$ cat src/rtl/phase_cmd_scheduler.sv
// Decodes the FT receive byte stream into a shadow phase bank and commits it to
// the active bank on the emission-period sync pulse.
module phase_cmd_scheduler #(
  parameter int NUM_CHANNELS = 2,
  parameter int PHASE_W      = 8,
  parameter int TIMEOUT      = 1024
) (
  input  logic                            i_sys_clk,
  input  logic                            i_rst,
  input  logic [7:0]                      i_rx_data,
  input  logic                            i_rx_valid,
  output logic                            o_rx_ready,
  input  logic                            i_sync_pulse,
  output logic [NUM_CHANNELS*PHASE_W-1:0] o_phases,
  output logic                            o_commit_pulse,
  output logic                            o_read_error,
  output logic                            o_busy
);

  localparam int             CNT_W    = $clog2(TIMEOUT);
  localparam logic [CNT_W-1:0] CNT_LAST = CNT_W'(TIMEOUT - 1);
  localparam logic [7:0]     OP_WRITE  = 8'h01;
  localparam logic [7:0]     OP_COMMIT = 8'h02;
  localparam logic [7:0]     OP_CLEAR  = 8'h03;

  typedef enum logic [1:0] {
    ST_IDLE,
    ST_ADDR,
    ST_DATA,
    ST_WAIT_SYNC
  } state_t;

  state_t                            r_state;
  state_t                            w_next_state;
  logic [7:0]                        r_addr;
  logic [CNT_W-1:0]                  r_cnt;
  logic [NUM_CHANNELS*PHASE_W-1:0]   r_shadow;
  logic [NUM_CHANNELS*PHASE_W-1:0]   r_phases;
  logic                              r_commit;
  logic                              r_error;
  logic                              w_accept;
  logic                              w_in_cmd;
  logic                              w_timeout;
  logic                              w_do_commit;
  logic [PHASE_W-1:0]                w_phase_byte;

  assign w_accept     = i_rx_valid & o_rx_ready;
  assign w_in_cmd     = (r_state == ST_ADDR) || (r_state == ST_DATA);
  assign w_timeout    = w_in_cmd && !w_accept && (r_cnt == CNT_LAST);
  assign w_do_commit  = (r_state == ST_WAIT_SYNC) && i_sync_pulse;
  assign w_phase_byte = PHASE_W'(i_rx_data);

  assign o_phases       = r_phases;
  assign o_commit_pulse = r_commit;
  assign o_read_error   = r_error;

  always_ff @(posedge i_sys_clk or posedge i_rst) begin
    if (i_rst) begin
      r_state <= ST_IDLE;
    end else begin
      r_state <= w_next_state;
    end
  end

  always_comb begin
    w_next_state = r_state;
    case (r_state)
      ST_IDLE: begin
        if (w_accept && (i_rx_data == OP_WRITE)) begin
          w_next_state = ST_ADDR;
        end else if (w_accept && (i_rx_data == OP_COMMIT)) begin
          w_next_state = ST_WAIT_SYNC;
        end
      end
      ST_ADDR: begin
        if (w_timeout) begin
          w_next_state = ST_IDLE;
        end else if (w_accept) begin
          w_next_state = ST_DATA;
        end
      end
      ST_DATA: begin
        if (w_timeout || w_accept) begin
          w_next_state = ST_IDLE;
        end
      end
      ST_WAIT_SYNC: begin
        if (i_sync_pulse) begin
          w_next_state = ST_IDLE;
        end
      end
      default: w_next_state = ST_IDLE;
    endcase
  end

  always_comb begin
    o_rx_ready = (r_state != ST_WAIT_SYNC);
    o_busy     = (r_state != ST_IDLE);
  end

  // Inter-byte timer: cleared outside a command and on every accepted byte.
  always_ff @(posedge i_sys_clk or posedge i_rst) begin
    if (i_rst) begin
      r_cnt <= '0;
    end else if (w_in_cmd && !w_accept && !w_timeout) begin
      r_cnt <= r_cnt + 1'b1;
    end else begin
      r_cnt <= '0;
    end
  end

  always_ff @(posedge i_sys_clk or posedge i_rst) begin
    if (i_rst) begin
      r_addr   <= '0;
      r_shadow <= '0;
      r_phases <= '0;
      r_commit <= 1'b0;
      r_error  <= 1'b0;
    end else begin
      r_commit <= w_do_commit;
      if (w_do_commit) begin
        r_phases <= r_shadow;
      end
      case (r_state)
        ST_IDLE: begin
          if (w_accept) begin
            if (i_rx_data == OP_CLEAR) begin
              r_shadow <= '0;
              r_error  <= 1'b0;
            end else if ((i_rx_data != OP_WRITE) && (i_rx_data != OP_COMMIT)) begin
              r_error <= 1'b1;
            end
          end
        end
        ST_ADDR: begin
          if (w_accept) begin
            r_addr <= i_rx_data;
          end else if (w_timeout) begin
            r_error <= 1'b1;
          end
        end
        ST_DATA: begin
          if (w_accept) begin
            // Out-of-range addresses still consume the phase byte.
            if (int'(r_addr) < NUM_CHANNELS) begin
              for (int i = 0; i < NUM_CHANNELS; i++) begin
                if (int'(r_addr) == i) begin
                  r_shadow[i*PHASE_W +: PHASE_W] <= w_phase_byte;
                end
              end
            end else begin
              r_error <= 1'b1;
            end
          end else if (w_timeout) begin
            r_error <= 1'b1;
          end
        end
        default: begin
        end
      endcase
    end
  end

endmodule

$ cat config.mk
export PLATFORM = sky130hd
export DESIGN_NAME = phase_cmd_scheduler
export DESIGN_NICKNAME = d
export VERILOG_FILES = /design/src/rtl/phase_cmd_scheduler.sv
export SDC_FILE = /design/constraint.sdc
export NUM_CORES = 1
export LEC_CHECK = 0
export BUFFER_PORTS_ARGS = -buffer_cell sky130_fd_sc_hd__buf_2
export CAP_MARGIN = 10
export CORE_MARGIN = 8
export CORE_UTILIZATION = 45
export CTS_BUF_LIST = sky130_fd_sc_hd__clkbuf_8 sky130_fd_sc_hd__clkbuf_16
export DETAILED_ROUTE_END_ITERATION = 8
export PLACE_DENSITY_LB_ADDON = 0.2
export SLEW_MARGIN = 25
export SYNTH_ARGS = -nofsm -noshare
export SYNTH_HDL_FRONTEND = slang
export SYNTH_SLANG_ARGS = --single-unit
$ cat constraint.sdc
create_clock -name i_sys_clk -period 2 [get_ports i_sys_clk]
set_input_delay 0.2 -clock i_sys_clk [delete_from_list [all_inputs] [get_ports i_sys_clk]]
set_output_delay 0.2 -clock i_sys_clk [all_outputs]
set_load 0.01 [all_outputs]
==> results.sh, run 1 <==
export IMPL_run_status="finished clean"
export IMPL_setup_tns_ps=0
export IMPL_p_leak_nw=1.464
export IMPL_r2r_start="r_state[0]"
export IMPL_yosysTopAreaCellShare=0.5433
export IMPL_cp_data_required_time_ps=2200
export IMPL_io_pins=32
export IMPL_clock_latency_ps=310
export IMPL_dp_hpwl_um=3722
export IMPL_cts_buffers=5
export IMPL_start_util=0.4573
export IMPL_cp_slowest_cell="dfrtp_1"
export IMPL_p_sw_frac=0.3471
export IMPL_finalHoldWorstSlack_ps=46.99
export IMPL_die_w_um=90.35
export IMPL_synth_common_cells="dfrtp_1 (54), nand2_1 (22), mux2_2 (18)"
export IMPL_cts_tree="built"
export IMPL_cp_top_family="compound AO/OA/AOI/OAI gates"
export IMPL_cts_root_buf="clkbuf_8"
export IMPL_period_share=0.9500
export IMPL_grt_pass1_wl_um=8976
export IMPL_synth_warnings=0
export IMPL_worstSetupEndpointType="flip-flop"
export IMPL_cts_htree_levels=2
export IMPL_rsz0062_at_grt="no"
export IMPL_synth_area_leaders="dfrtp_1 (54%), mux2_2 (8.1%), mux2i_1 (3.6%), nand2_1 (3.3%), ha_1 (3.0%)"
export IMPL_design_area_sq_mm=0.002993
export IMPL_rows=27
export IMPL_hold_viol=0
export IMPL_path_clk_slew_ps=100
export IMPL_multiInputGateArea_sq_mm=0.001076
export IMPL_post_route_util=0.5503
export IMPL_synth_cells=218
export IMPL_grt_antenna_before_repair=0
export IMPL_drc=0
export IMPL_drt_total_wl_um=5029
export IMPL_p_switching_mw=1.370
export IMPL_ys_ff_latch=54
export IMPL_fin_nets=289
export IMPL_synth_nets=236
export IMPL_maxSlewHeadroom=0.5648
export IMPL_pre_cts_slack_ps=7.790
export IMPL_drive_gt1_frac=0.3199
export IMPL_yosysTopAreaCell="dfrtp_1"
export IMPL_pwr_share_clk=0.182
export IMPL_die_height_um=90.35
export IMPL_synth_area_per_cell_sq_um=11.41
export IMPL_tightest_slew_ps=652.7
export IMPL_ff2ff_setup_slack_ps=100
export IMPL_area_sequential_sq_mm=0.001351
export IMPL_cp_common_cell="buf_4"
export IMPL_gp_congestion=0.7812
export IMPL_path_cells="inv_1, ha_2, buf_4, nand2b_1, a21boi_1, buf_4, o41a_1, a31o_2"
export IMPL_hold_path_class="input pin to asynchronous set/reset pin"
export IMPL_drv_slew=0
export IMPL_viasPerCell=5.186
export IMPL_setup_viol=0
export IMPL_cpPeakStageDelay_ps=400
export IMPL_core_area_sq_mm=0.005439
export IMPL_dr_pass1_iters=4
export IMPL_synthArstFlopShare=1.000
export IMPL_pwr_share_comb=0.418
export IMPL_synthesis_area_sq_mm=0.002487
export IMPL_ir_worst_vdd_uv=668.7
export IMPL_worstSetupPathType="flip-flop to flip-flop"
export IMPL_antenna_left=0
export IMPL_final_setup_worst_slack_ps=100.0
export IMPL_seqPwrFrac=0.401
export IMPL_first_iter_violations=72
export IMPL_synth_flop_cell="dfrtp_1"
export IMPL_syn2layout_area_growth_pct=20.32
export IMPL_critical_path_buf_inv_count=3
export IMPL_grt_usage=0.1321
export IMPL_place_area_sq_mm=0.002861
export IMPL_synth_cell_types=45
export IMPL_dieArea_sq_mm=0.008162
export IMPL_p_per_area_mw_per_mm2=1319
export IMPL_synth_edf_count=0
export IMPL_hold_buffers=0
export IMPL_fin_skew_ps=6.411
export IMPL_internal_power_mw=2.577
export IMPL_vias=1784
export IMPL_grt_pass1_vias=1859
export IMPL_cts_buffer_depth=2
export IMPL_clock_sinks=54
export IMPL_grt_overflow_total=0
export IMPL_crit_start="r_state[0]"
export IMPL_fmax_ghz=0.5263
export IMPL_min_period_ps=1900
export IMPL_maxCapViolations=0
export IMPL_antennaDiodeCount=0
export IMPL_synth_most_common_cell="dfrtp_1"
export IMPL_seq_area_frac_synth=0.5433
export IMPL_io_buffers=31
export IMPL_fill_cells=487
export IMPL_critPathMaxFanout=6
export IMPL_crit_path_start_kind="flip-flop"
export IMPL_grt_start_max_net_pins=55
export IMPL_wl_per_cell_um=14.62
export IMPL_crit_arrival_ps=2100
[state kept, by name, summed over array words and instances, names as in the netlist]
name            cells
o_phases           16
r_addr              8
o_commit_pulse      1
r_shadow           16
r_cnt              10
o_read_error        1
r_state             2
[kinds of logic (layout without fill, tap and decap cells)]
| group | Yosys count | after routing | synth area share |
|---|---|---|---|
| adders and majority gates | 6 | 6 | 0.03018 |
| and+or+nand+nor | 68 | 68 | 0.1464 |
| buffers and inverters | 21 | 75 | 0.03219 |
| AOI/OAI and AO/OA | 33 | 33 | 0.09860 |
| xor gates and xnor gates | 9 | 9 | 0.03169 |
| DFF | 54 | 54 | 0.5433 |
| muxes | 27 | 27 | 0.1177 |
[power by group through the flow]
stage	combinational (mW)	sequential, mW	clock [mW]
global placement	1.61	1.59	0
floorplan	1.03	1.62	0
CTS	1.64	1.58	0.748
global route	1.85	1.62	0.787
detailed placement	1.63	1.60	0
finish	1.65	1.58	0.717
[worst min-delay path: cells and delay by family]
family | cells | cell delay, ps
buffers and inverters | 3 | 640
[layer usage]
| layer | up-vias | GRT usage | routed length, um |
|---|---|---|---|
| li1 | 877 | - | - |
| met1 | 862 | 0.1696 | 2461 |
| met2 | 35 | 0.2031 | 2235 |
| met3 | 10 | 0.03408 | 228 |
| met4 | 0 | 0.06103 | 104 |
| met5 | - | 0 | 0 |
[cell usage in the layout (no fill, tap or decap), types with 4 or more instances in the layout]
master	synthesis	routed
inv_1	16	16
nand2_1	22	22
mux2_2	18	18
xor2_1	7	7
nand3_1	8	8
buf_4	0	20
ha_1	6	4
clkbuf_8	0	5
buf_2	1	31
dfrtp_1	54	54
mux2i_1	9	9
nand2b_1	4	4
o21ai_0	10	10
nor2_1	13	13
[repair_timing]
item | in CTS | in global routing
resized for setup | 0 | 3
setup endpoints to repair | 0 | 16
endpoints found under the hold margin | 0 | 0
setup buffers | 0 | 1
[worst paths after layout]
| path | depth (start not counted) | to |
|---|---|---|
| max in group asynchronous | 3 | r_shadow[8] |
| setup reg to reg | 8 | r_shadow[8] |
| hold reg to reg | 2 | o_phases[5] |
| hold / removal | 3 | r_cnt[3] |
| min in group i_sys_clk | 2 | r_shadow[12] |
| setup / recovery | 8 | r_shadow[8] |
[area by class of cell]
class	count	area share
clock buffer	5	0.02299
clock inverter	3	0.01380
inverter	16	0.02007
multi-input combinational	143	0.3595
sequential	54	0.4515
tap	72	0.03010
timing repair buffer	51	0.1020
[per-stage QoR]
| step | cells | total power [mW] |
|---|---|---|
| 3_5_place_dp | 335 | 3.226 |
| 5_1_grt | 344 | 4.257 |
| 4_1_cts | 343 | 3.959 |
| 2_1_floorplan | 218 | 2.646 |
| 6_report | 344 | 3.947 |
| 3_3_place_gp | 335 | 3.201 |
Power figures use the tool's default switching activity.
==> inputs of run 2 (changes only) <==
Clock period 2 ns to 2.3 ns, I/O delays scaled along.
==> run 2 against run 1 <==
  * Clock skew fell by 1.1 ps
  * Critical path depth fell by 1
  * Sequential share of layout area rose by 1.8 points
  * Core utilization fell by 2.2 points
  * Power fell by 19%
  * Worst setup slack improved by 83 ps
  * Maximum frequency fell by 10%
  * Global-route usage fell by 0.45 points
  * Register-to-register slack improved by 80 ps
  * Die area did not move
  * Final area fell by 3.9%
  * Critical endpoint is now r_shadow[10]
  * Largest cell class unchanged
==> results.sh, run 2 (same netlist as run 1, synthesis figures left out) <==
export IMPL_hold_path_class="input pin to flip-flop"
export IMPL_worstSetupPathType="flip-flop to flip-flop"
export IMPL_final_setup_worst_slack_ps=182.9
export IMPL_cts_buffer_depth=2
export IMPL_postCtsSetupBuffers=0
export IMPL_core_area_sq_mm=0.005439
export IMPL_tightest_slew_ps=590.1
export IMPL_vias=1697
export IMPL_place_inst=322
export IMPL_antennaDiodeCount=0
export IMPL_dp_hpwl_um=3718
export IMPL_clock_sinks=54
export IMPL_dr_pass1_iters=4
export IMPL_wl_per_cell_um=15.05
export IMPL_highest_signal_layer="met4"
export IMPL_crit_arrival_ps=2320
export IMPL_holdPathEnd="r_addr[7]"
export IMPL_syn2layout_area_growth_pct=15.59
export IMPL_drc=0
export IMPL_grt_pass1_vias=1753
export IMPL_rows=27
export IMPL_grt_pass1_wl_um=8597
export IMPL_setup_viol=0
export IMPL_pre_cts_slack_ps=195.7
export IMPL_dieArea_sq_mm=0.008162
export IMPL_p_leak_nw=1.394
export IMPL_layout_common_cells="dfrtp_1 (54), buf_2 (31), nand2_1 (22), mux2_2 (18), inv_1 (15)"
export IMPL_grt_usage=0.1275
export IMPL_clock_latency_ps=300
export IMPL_setup_tns_ps=0
export IMPL_place_area_sq_mm=0.002770
export IMPL_fin_skew_ps=5.291
export IMPL_worstSetupEndpointType="flip-flop"
export IMPL_wl_met2_um=2356
export IMPL_grt_overflow_total=0
export IMPL_run_status="finished clean"
export IMPL_critPathMaxFanout=8
export IMPL_route_met3_wl_um=230
export IMPL_fin_cells=331
export IMPL_fin_nets=276
export IMPL_maxSlewHeadroom=0.6057
export IMPL_reg2reg_depth=7
export IMPL_cp_data_required_time_ps=2500
export IMPL_design_area_sq_mm=0.002875
export IMPL_post_route_util=0.5286
export IMPL_whs_path_depth=2
export IMPL_start_util=0.4573
export IMPL_first_iter_violations=96
export IMPL_drv_slew=0
export IMPL_wl_met1_um=2341
export IMPL_viasPerCell=5.127
export IMPL_worstHoldStart="i_rx_data[7]"
export IMPL_ir_worst_vdd_uv=678.4
export IMPL_cts_tree="built"
export IMPL_rsz0062_at_grt="no"
export IMPL_drive_gt1_frac=0.2741
export IMPL_grt_start_max_net_pins=31
export IMPL_r2r_start="r_state[0]"
export IMPL_hold_buffers=1
export IMPL_crit_path_start_kind="flip-flop"
export IMPL_ctsResizeCount=0
export IMPL_finalHoldWorstSlack_ps=214.2
export IMPL_path_clk_slew_ps=90
export IMPL_p_per_area_mw_per_mm2=1113
export IMPL_fmax_ghz=0.4723
export IMPL_gp_congestion=0.8216
export IMPL_maxCapViolations=0
export IMPL_cts_root_buf="clkbuf_8"
export IMPL_cts_buffers=5
export IMPL_min_period_ps=2117
export IMPL_io_pins=32
export IMPL_cts_htree_levels=2
export IMPL_power_mw=3.201
export IMPL_layout_commonest_cell="dfrtp_1"
export IMPL_grt_antenna_before_repair=0
export IMPL_die_w_um=90.35
export IMPL_period_share=0.9205
export IMPL_drt_total_wl_um=4982
export IMPL_die_height_um=90.35
export IMPL_fill_cells=507
export IMPL_io_buffers=31
export IMPL_hold_viol=0
export IMPL_antenna_left=0
export IMPL_timing_rr_end="r_shadow[10]"
export IMPL_ff2ff_setup_slack_ps=180
-- run 2: area by class of cell --
cell class | count | area, sq um | share of cell area
Clock buffer | 6 | 82.58 | 0.02872
Multi-Input combinational cell | 143 | 1056 | 0.3673
Clock inverter | 2 | 12.51 | 0.004352
Inverter | 16 | 60.06 | 0.02089
Sequential cell | 54 | 1351 | 0.4700
Timing Repair Buffer | 38 | 222.7 | 0.07746
Tap cell | 72 | 90.09 | 0.03133
-- run 2: critical path, stage by stage (launching register included) --
cell	delay (ps)
dfrtp_1	420
inv_1	110
ha_1	180
nor4b_1	240
buf_4	170
a21boi_1	170
or4_4	470
a22o_1	250
-- run 2: how the worst max path moves through the flow --
stage,to,startpoint,cells after the start,slack [ps]
finish,r_shadow[10],r_state[0],7,180
global route,r_shadow[8],r_state[0],7,60
CTS,r_shadow[10],r_state[0],7,180
detailed placement,r_shadow[11],r_state[0],7,200
global placement,r_shadow[12],r_state[0],7,250
floorplan,r_shadow[10],r_state[0],6,190
-- run 2: power by group --
| part | switching, mW | total, mW | internal (mW) | leakage, nW |
|---|---|---|---|---|
| clock | 0.305 | 0.548 | 0.243 | 0.0472 |
| sequential | 0.139 | 1.37 | 1.23 | 0.712 |
| combinational | 0.711 | 1.29 | 0.577 | 0.635 |
| total | 1.15 | 3.20 | 2.05 | 1.39 |
-- run 2: per-layer routing --
layer  GRT usage  up-vias
met5           0        -
met4     0.03745        0
met3     0.03741        6
met2      0.2037       30
met1      0.1628      811
li1            -      850
==> inputs of run 3 (changes only) <==
Settings changed: RECOVER_POWER set to 25.
==> run 3 against run 2 <==
  * Core utilization decreased by 0.18 points
  * Die area unchanged
  * Combinational power about the same
  * Largest cell class unchanged
==> results.sh, run 3 (same netlist as run 1, synthesis figures left out) <==
export IMPL_wl_per_cell_um=15.11
export IMPL_drt_total_wl_um=5000
export IMPL_grt_start_max_net_pins=31
export IMPL_dieArea_sq_mm=0.008162
export IMPL_core_area_sq_mm=0.005439
export IMPL_fin_nets=276
export IMPL_p_leak_nw=1.363
export IMPL_grt_usage=0.1275
export IMPL_setup_viol=0
export IMPL_post_route_util=0.5268
export IMPL_clock_latency_ps=300
export IMPL_fill_cells=510
export IMPL_die_height_um=90.35
export IMPL_crit_path_start_kind="flip-flop"
export IMPL_fin_skew_ps=5.291
export IMPL_maxCapViolations=0
export IMPL_clock_sinks=54
export IMPL_layout_common_cells="dfrtp_1 (54), buf_2 (23), nand2_1 (22), mux2_2 (18), inv_1 (16)"
export IMPL_p_per_area_mw_per_mm2=1114
export IMPL_critPathMaxFanout=8
export IMPL_fin_cells=331
export IMPL_drive_gt1_frac=0.2394
export IMPL_dr_pass1_iters=4
export IMPL_crit_arrival_ps=2320
export IMPL_dp_hpwl_um=3718
export IMPL_grt_antenna_before_repair=0
export IMPL_worstSetupEndpointType="flip-flop"
export IMPL_antenna_left=0
export IMPL_area_sequential_sq_mm=0.001351
export IMPL_antennaDiodeCount=0
export IMPL_cts_tree="built"
export IMPL_first_iter_violations=93
export IMPL_whs_path_depth=2
export IMPL_path_clk_slew_ps=90
export IMPL_run_status="finished clean"
export IMPL_grt_pass1_vias=1753
export IMPL_io_buffers=31
export IMPL_die_w_um=90.35
export IMPL_viasPerCell=5.139
export IMPL_hold_viol=0
export IMPL_reg2reg_depth=7
export IMPL_place_inst=322
export IMPL_drv_slew=0
export IMPL_start_util=0.4573
export IMPL_vias=1701
export IMPL_worstSetupPathType="flip-flop to flip-flop"
export IMPL_cp_data_required_time_ps=2500
export IMPL_place_area_sq_mm=0.002770
export IMPL_power_mw=3.193
export IMPL_multiInputGateArea_sq_mm=0.001056
export IMPL_layout_commonest_cell="dfrtp_1"
export IMPL_design_area_sq_mm=0.002865
export IMPL_drc=0
export IMPL_fmax_ghz=0.4725
export IMPL_cts_buffers=5
export IMPL_period_share=0.9202
export IMPL_syn2layout_area_growth_pct=15.19
export IMPL_setup_tns_ps=0
export IMPL_tightest_slew_ps=997.8
export IMPL_cts_buffer_depth=2
export IMPL_cts_root_buf="clkbuf_8"
export IMPL_cts_htree_levels=2
export IMPL_maxSlewHeadroom=0.3341
export IMPL_grt_pass1_wl_um=8597
export IMPL_grt_overflow_total=0
export IMPL_rsz0062_at_grt="no"
export IMPL_rows=27
export IMPL_ir_worst_vdd_uv=678.2
export IMPL_postCtsSetupBuffers=0
export IMPL_min_period_ps=2116
export IMPL_gp_congestion=0.8216
export IMPL_io_pins=32
export IMPL_hold_path_class="input pin to flip-flop"
[run 3: cell type report]
type	instances	share of cell area
clock buffer	6	0.02882
clock inverter	2	0.004367
inverter	16	0.02096
multi-input combinational	143	0.3686
sequential	54	0.4716
tap	72	0.03144
timing repair buffer	38	0.07424
[run 3: path summary, 6_finish.rpt]
check                             start      endpoint  slack [ps]
max in group asynchronous         i_rst   r_shadow[5]         930
max reg2reg                  r_state[0]  r_shadow[10]         180
min                        i_rx_data[7]     r_addr[7]         210
max                          r_state[0]  r_shadow[10]         180
min in group asynchronous         i_rst    r_state[0]         690
min reg2reg                 o_phases[6]   o_phases[6]         480
[run 3: worst max-delay path, stage by stage, from the launching register on]
cell      delay [ps]
dfrtp_1          420
inv_1            110
ha_1             180
nor4b_1          240
buf_4            170
a21boi_1         170
or4_4            470
a22o_1           250
[run 3: repair_timing]
| action | CTS | global route |
|---|---|---|
| hold buffers | 1 | 0 |
| hold endpoints to repair | 24 | 0 |
| resized for setup | 0 | 0 |
[run 3: metrics by stage]
step,hold slack [ps],worst slack [ps]
2_1_floorplan,362.5,188.4
3_3_place_gp,311.5,246.1
3_5_place_dp,318.8,195.7
4_1_cts,204.8,181.2
5_1_grt,209.1,64.38
6_report,214.2,183.5
[run 3: routing by layer]
layer / track usage / vias up / routed length [um]
met1: 0.1628 / 815 / 2346
met5: 0 / - / 0
met4: 0.03745 / 0 / 53
li1: - / 850 / -
met3: 0.03741 / 6 / 237
met2: 0.2037 / 30 / 2363
[run 3: power by group]
group	switching (mW)	total [mW]	internal [mW]	leakage, nW
clock	0.305	0.548	0.243	0.0472
sequential	0.140	1.37	1.23	0.712
combinational	0.712	1.28	0.566	0.604
total	1.16	3.19	2.04	1.36
